===== config.mk =====
export PLATFORM = sky130hd
export DESIGN_NAME = mult_div_unit
export DESIGN_NICKNAME = d
export VERILOG_FILES = /design/src/rtl/mult_div_unit.sv
export SDC_FILE = /design/constraint.sdc
export NUM_CORES = 1
export LEC_CHECK = 0
export BUFFER_PORTS_ARGS = -buffer_cell sky130_fd_sc_hd__buf_2
export CAP_MARGIN = 0
export CORE_MARGIN = 1
export CORE_UTILIZATION = 63
export CTS_CLUSTER_DIAMETER = 120
export CTS_CLUSTER_SIZE = 10
export DETAILED_ROUTE_END_ITERATION = 12
export HOLD_SLACK_MARGIN = 0.15
export PLACE_DENSITY = 0.89
export SKIP_LAST_GASP = 1
export SLEW_MARGIN = 30
export SYNTH_ARGS = -nofsm -noshare
export SYNTH_HDL_FRONTEND = slang
export SYNTH_SLANG_ARGS = --single-unit

===== constraint.sdc =====
create_clock -name clk -period 6.05 [get_ports clk]
set_input_delay 0.3025 -clock clk [delete_from_list [all_inputs] [get_ports clk]]
set_output_delay 0.3025 -clock clk [all_outputs]
set_load 0.005 [all_outputs]

===== src/rtl/mult_div_unit.sv =====
// Iterative MULT/MULTU/DIV/DIVU unit with HI/LO registers and MF*/MT* access.
// Optional MADD/MADDU (SPECIAL2, ALUOp 011) is enabled by defining MULT_DIV_MADD_EN.
module mult_div_unit #(
  parameter int DATA_WIDTH = 32,
  parameter int CNT_WIDTH  = $clog2(DATA_WIDTH)
) (
  input  logic                  clk,
  input  logic                  reset,
  input  logic                  Start,
  input  logic [2:0]            ALUOp,
  input  logic [5:0]            ALUFunction,
  input  logic [DATA_WIDTH-1:0] OperandA,
  input  logic [DATA_WIDTH-1:0] OperandB,
  output logic [DATA_WIDTH-1:0] HiLoData,
  output logic                  Busy,
  output logic                  Stall,
  output logic                  Done,
  output logic                  DivByZero
);

  localparam logic [5:0] F_MFHI = 6'b010000;
  localparam logic [5:0] F_MTHI = 6'b010001;
  localparam logic [5:0] F_MTLO = 6'b010011;

  typedef enum logic [1:0] {IDLE, CALC, FIX} state_t;

  state_t                  state;
  logic [DATA_WIDTH-1:0]   hi, lo;
  logic [DATA_WIDTH-1:0]   acc, q, m;
  logic [CNT_WIDTH-1:0]    cnt;
  logic                    is_div, is_madd, div_zero, neg_res, neg_rem;

  logic                    r_type, is_hilo, is_md, op_madd, op_div, op_signed;
  logic                    sa, sb;
  logic [DATA_WIDTH-1:0]   mag_a, mag_b;
  logic [DATA_WIDTH:0]     mul_sum;
  logic [DATA_WIDTH+1:0]   div_diff;
  logic                    div_ok;
  logic [2*DATA_WIDTH-1:0] prod, hilo_sum;
  logic [DATA_WIDTH-1:0]   quot, rem;

  always_comb begin
    r_type  = (ALUOp == 3'b111);
    is_hilo = r_type && (ALUFunction[5:2] == 4'b0100);
    is_md   = r_type && (ALUFunction[5:2] == 4'b0110);
`ifdef MULT_DIV_MADD_EN
    op_madd = (ALUOp == 3'b011) && (ALUFunction[5:1] == 5'b00000);
`else
    op_madd = 1'b0;
`endif
    op_div    = is_md && ALUFunction[1];
    op_signed = ~ALUFunction[0];
    sa        = op_signed & OperandA[DATA_WIDTH-1];
    sb        = op_signed & OperandB[DATA_WIDTH-1];
    mag_a     = sa ? -OperandA : OperandA;
    mag_b     = sb ? -OperandB : OperandB;

    Busy     = (state != IDLE);
    Stall    = Start && Busy && (is_hilo || is_md || op_madd);
    HiLoData = (r_type && (ALUFunction == F_MFHI)) ? hi : lo;

    // Multiply: {acc,q} shifts right as partial product; divide: {acc,q} shifts left.
    mul_sum  = {1'b0, acc} + (q[0] ? {1'b0, m} : '0);
    div_diff = {1'b0, acc, q[DATA_WIDTH-1]} - {2'b00, m};
    div_ok   = ~div_diff[DATA_WIDTH+1];

    prod     = neg_res ? -{acc, q} : {acc, q};
    hilo_sum = {hi, lo} + prod;
    quot     = neg_res ? -q : q;
    rem      = neg_rem ? -acc : acc;
  end

  always_ff @(posedge clk or posedge reset) begin
    if (reset) begin
      state     <= IDLE;
      hi        <= '0;
      lo        <= '0;
      acc       <= '0;
      q         <= '0;
      m         <= '0;
      cnt       <= '0;
      is_div    <= 1'b0;
      is_madd   <= 1'b0;
      div_zero  <= 1'b0;
      neg_res   <= 1'b0;
      neg_rem   <= 1'b0;
      Done      <= 1'b0;
      DivByZero <= 1'b0;
    end else begin
      Done      <= 1'b0;
      DivByZero <= 1'b0;
      case (state)
        IDLE: begin
          if (Start && (is_md || op_madd)) begin
            is_div  <= op_div;
            is_madd <= op_madd;
            neg_res <= sa ^ sb;
            neg_rem <= sa;
            if (op_div && (OperandB == '0)) begin
              div_zero <= 1'b1;
              acc      <= OperandA;
              state    <= FIX;
            end else begin
              div_zero <= 1'b0;
              acc      <= '0;
              q        <= op_div ? mag_a : mag_b;
              m        <= op_div ? mag_b : mag_a;
              cnt      <= CNT_WIDTH'(DATA_WIDTH - 1);
              state    <= CALC;
            end
          end else if (Start && r_type && (ALUFunction == F_MTHI)) begin
            hi <= OperandA;
          end else if (Start && r_type && (ALUFunction == F_MTLO)) begin
            lo <= OperandA;
          end
        end
        CALC: begin
          if (is_div) begin
            acc <= div_ok ? div_diff[DATA_WIDTH-1:0] : {acc[DATA_WIDTH-2:0], q[DATA_WIDTH-1]};
            q   <= {q[DATA_WIDTH-2:0], div_ok};
          end else begin
            acc <= mul_sum[DATA_WIDTH:1];
            q   <= {mul_sum[0], q[DATA_WIDTH-1:1]};
          end
          cnt <= cnt - 1'b1;
          if (cnt == '0) state <= FIX;
        end
        FIX: begin
          if (div_zero) begin
            hi        <= acc;
            lo        <= '1;
            DivByZero <= 1'b1;
          end else if (is_div) begin
            hi <= rem;
            lo <= quot;
          end else if (is_madd) begin
            {hi, lo} <= hilo_sum;
          end else begin
            {hi, lo} <= prod;
          end
          Done  <= 1'b1;
          state <= IDLE;
        end
        default: state <= IDLE;
      endcase
    end
  end

endmodule


==> metrics.yaml <==
status: "finished, violations left"
violations: "DRC"
cp.arrival_ns: 4.58
worst_pin_slew_ns: 0.981
max-vdd-ir-drop_mv: 0.372
synth-adder-area-share: 0.0571
h-tree-depth: 4
layout_commonest_cell: "o21ai_0"
firstDrtPassIters: 10
grtUsageMet3: 0.139
p_total_uw: 9060
p_leak_uw: 0.00759
worstPathMaxFanout: 9
grt_use_met2: 0.666
antenna_found_initial: 1
synth_area_per_cell_sq_um: 7.63
finalHoldViolCount: 0
dpl_cell_area_sq_mm: 0.0167
clk_pin_slew_ns: 0.08
ys_ff_latch: 173
synthArstFlopShare: 1.00
numPortBuffers: 111
drv_cap: 0
viasPerCell: 7.09
grt_pass1_vias: 15800
slew_violations: 0
overflow: 0
synth-simple-area-share: 0.198
drive_above_1_share: 0.121
drt_iter0_drc: 2512
drtAntennaViolNets: 0
ys_warn_count: 0
clock_skew_ns: 0.0162
max_freq_ghz: 0.236
endpoint_kind: "flip-flop"
hpwl_um: 45200
synth.mux.area_fraction: 0.0622
io_pins: 112
hold_class: "in -> reg"
fill_cells: 2091
gp_congestion: 1.08
period_share: 0.700
die_area_sq_mm: 0.0261
synth_top_family_by_area: "compound AO/OA/AOI/OAI gates"
synth-seq-area-share: 0.270
die-width_um: 162
rsz0062_at_grt: "no"
use_met1: 0.607
synth_edf_count: 0
p_per_area_mw_per_mm2: 522
layout_common_cells: "o21ai_0 (231), nand2_1 (229), nor2_1 (189)"
period_needed_ns: 4.23
synthXorXnorAreaFrac: 0.0917
fin_setup_tns_ns: 0
syn_nets: 2250
regToRegSetupSlack_ns: 1.82
timing.hold.ws_ns: 0.212
final_nets: 2256
cts_sinks: 173
required_ns: 6.40
critPathKind: "reg -> reg"
drc: 2
setup_viol: 0
grt_max_degree: 83
top_usage_layer: "met2"
synth_ff_type: "dfrtp_1"
die_h_um: 162
netlist_area_sq_mm: 0.0160
synth_cell_type_count: 74
clk_latency_ns: 0.46
grt_pass1_wl_um: 91700
wl_per_cell_um: 25.1
rows: 58
clockBufferDepth: 2
fin_ws_ns: 1.82
fin_area_sq_mm: 0.0174
design.core.area_sq_mm: 0.0251
worstSetupStartpointType: "flip-flop"
cts_tree: "yes"
maxSlewHeadroom: 0.343
wl_um: 61400
initial_core_util: 0.639
synth_compound_area_frac: 0.267
ctsRootBufferMaster: "clkbuf_16"
grt_usage: 0.464
synthCells: 2102
pre_cts_ws_ns: 1.95
vias: 17400
syn_to_final_growth_pct: 8.32
cts_made_buffers: 17
[stage by stage]
stage / util / cells
4_1_cts: 0.690 / 2450
6_report: 0.692 / 2452
3_5_place_dp: 0.665 / 2417
3_3_place_gp: 0.664 / 2416
2_1_floorplan: - / 2102
5_1_grt: 0.692 / 2451
[critical path, cell delays in order (launching register included)]
cell	delay, ns
dfrtp_1	0.54
and2_1	0.24
ha_1	0.25
fa_1	0.44
a211oi_1	0.27
nor2_1	0.11
o31ai_1	0.54
a21oi_1	0.23
a21oi_1	0.53
o21ai_0	0.28
a31oi_1	0.24
xor2_1	0.15
o21ai_0	0.08
a22o_1	0.22
[kinds of logic (layout without fill, tap and decap cells)]
| logic type | Yosys count | count (layout) |
|---|---|---|
| AOI/OAI and AO/OA | 694 | 694 |
| DFF | 173 | 173 |
| xor gates and xnor gates | 168 | 168 |
| and+or+nand+nor | 672 | 672 |
| buffers and inverters | 230 | 249 |
| muxes | 93 | 93 |
| adders and majority gates | 72 | 72 |
| other | 0 | 1 |
[cell type report]
| class | instances | area [sq um] | share of cell area |
|---|---|---|---|
| multi-input combinational | 1699 | 10900 | 0.628 |
| sequential | 173 | 4330 | 0.249 |
| timing repair buffer | 137 | 786 | 0.0452 |
| clock buffer | 17 | 425 | 0.0245 |
| tap | 330 | 413 | 0.0238 |
| inverter | 80 | 305 | 0.0176 |
| clock inverter | 15 | 204 | 0.0117 |
| antenna | 1 | 2.50 | 0.000144 |
[cell usage after synthesis, types with 11 or more instances]
cell type / count / area (sq um)
nor3_1: 51 / 255
nand2b_1: 23 / 144
inv_1: 80 / 300
nand4_1: 19 / 119
o21bai_1: 12 / 90.1
a211oi_1: 20 / 150
clkbuf_1: 133 / 499
dfrtp_1: 173 / 4330
a22oi_1: 20 / 150
o21ai_0: 231 / 1160
nand2_1: 229 / 860
xor2_1: 52 / 455
or4_1: 20 / 150
o211ai_1: 38 / 285
o41ai_1: 11 / 96.3
or3_1: 22 / 138
nor2b_1: 15 / 93.8
xnor2_1: 116 / 1020
a21oi_1: 165 / 826
nand3_1: 31 / 155
mux2_2: 53 / 597
mux2i_1: 40 / 400
a21o_1: 29 / 218
o21a_1: 11 / 82.6
a221oi_1: 23 / 201
nor2_1: 190 / 713
o31ai_1: 24 / 180
o22ai_1: 35 / 219
nor4_1: 20 / 125
a31oi_1: 22 / 138
ha_1: 70 / 876
[power breakdown]
part / leakage [uW] / internal, uW / total [uW] / switching, uW
clock: 0.000303 / 573 / 1180 / 608
combinational: 0.00526 / 2310 / 5580 / 3270
sequential: 0.00203 / 1540 / 2310 / 769
total: 0.00759 / 4420 / 9060 / 4650
[state kept, by name, summed over array words and instances, names as in the netlist]
| name | cells |
|---|---|
| DivByZero | 1 |
| neg_res | 1 |
| acc | 32 |
| div_zero | 1 |
| Done | 1 |
| lo | 32 |
| state | 2 |
| neg_rem | 1 |
| hi | 32 |
| m | 32 |
| cnt | 5 |
| is_div | 1 |
| q | 32 |
[path summary, 6_finish.rpt]
check / cells past startpoint / start / end
min in group asynchronous: 3 / reset / lo[14]
worst min register to register: 2 / lo[9] / lo[9]
max in group asynchronous: 4 / reset / q[31]
worst max register to register: 13 / q[0] / acc[25]
worst min-delay path: 3 / ALUFunction[1] / is_div
worst max-delay path: 13 / q[0] / acc[25]
[layer usage]
metal | routed length (um) | share of wire | vias to the layer above
li1 | - | - | 7619
met1 | 23000 | 0.37 | 8123
met2 | 25200 | 0.41 | 1359
met3 | 8830 | 0.14 | 292
met4 | 4480 | 0.073 | 2
met5 | 14 | 0.00023 | -
[repair_timing]
| action | in CTS | in global routing |
|---|---|---|
| buffers inserted | 0 | 0 |
| setup endpoints to repair | 0 | 0 |
| endpoints found under the hold margin | 80 | 0 |
| gates resized for setup | 0 | 0 |
| hold buffers | 1 | 0 |
(Power assumes the default switching activity.)
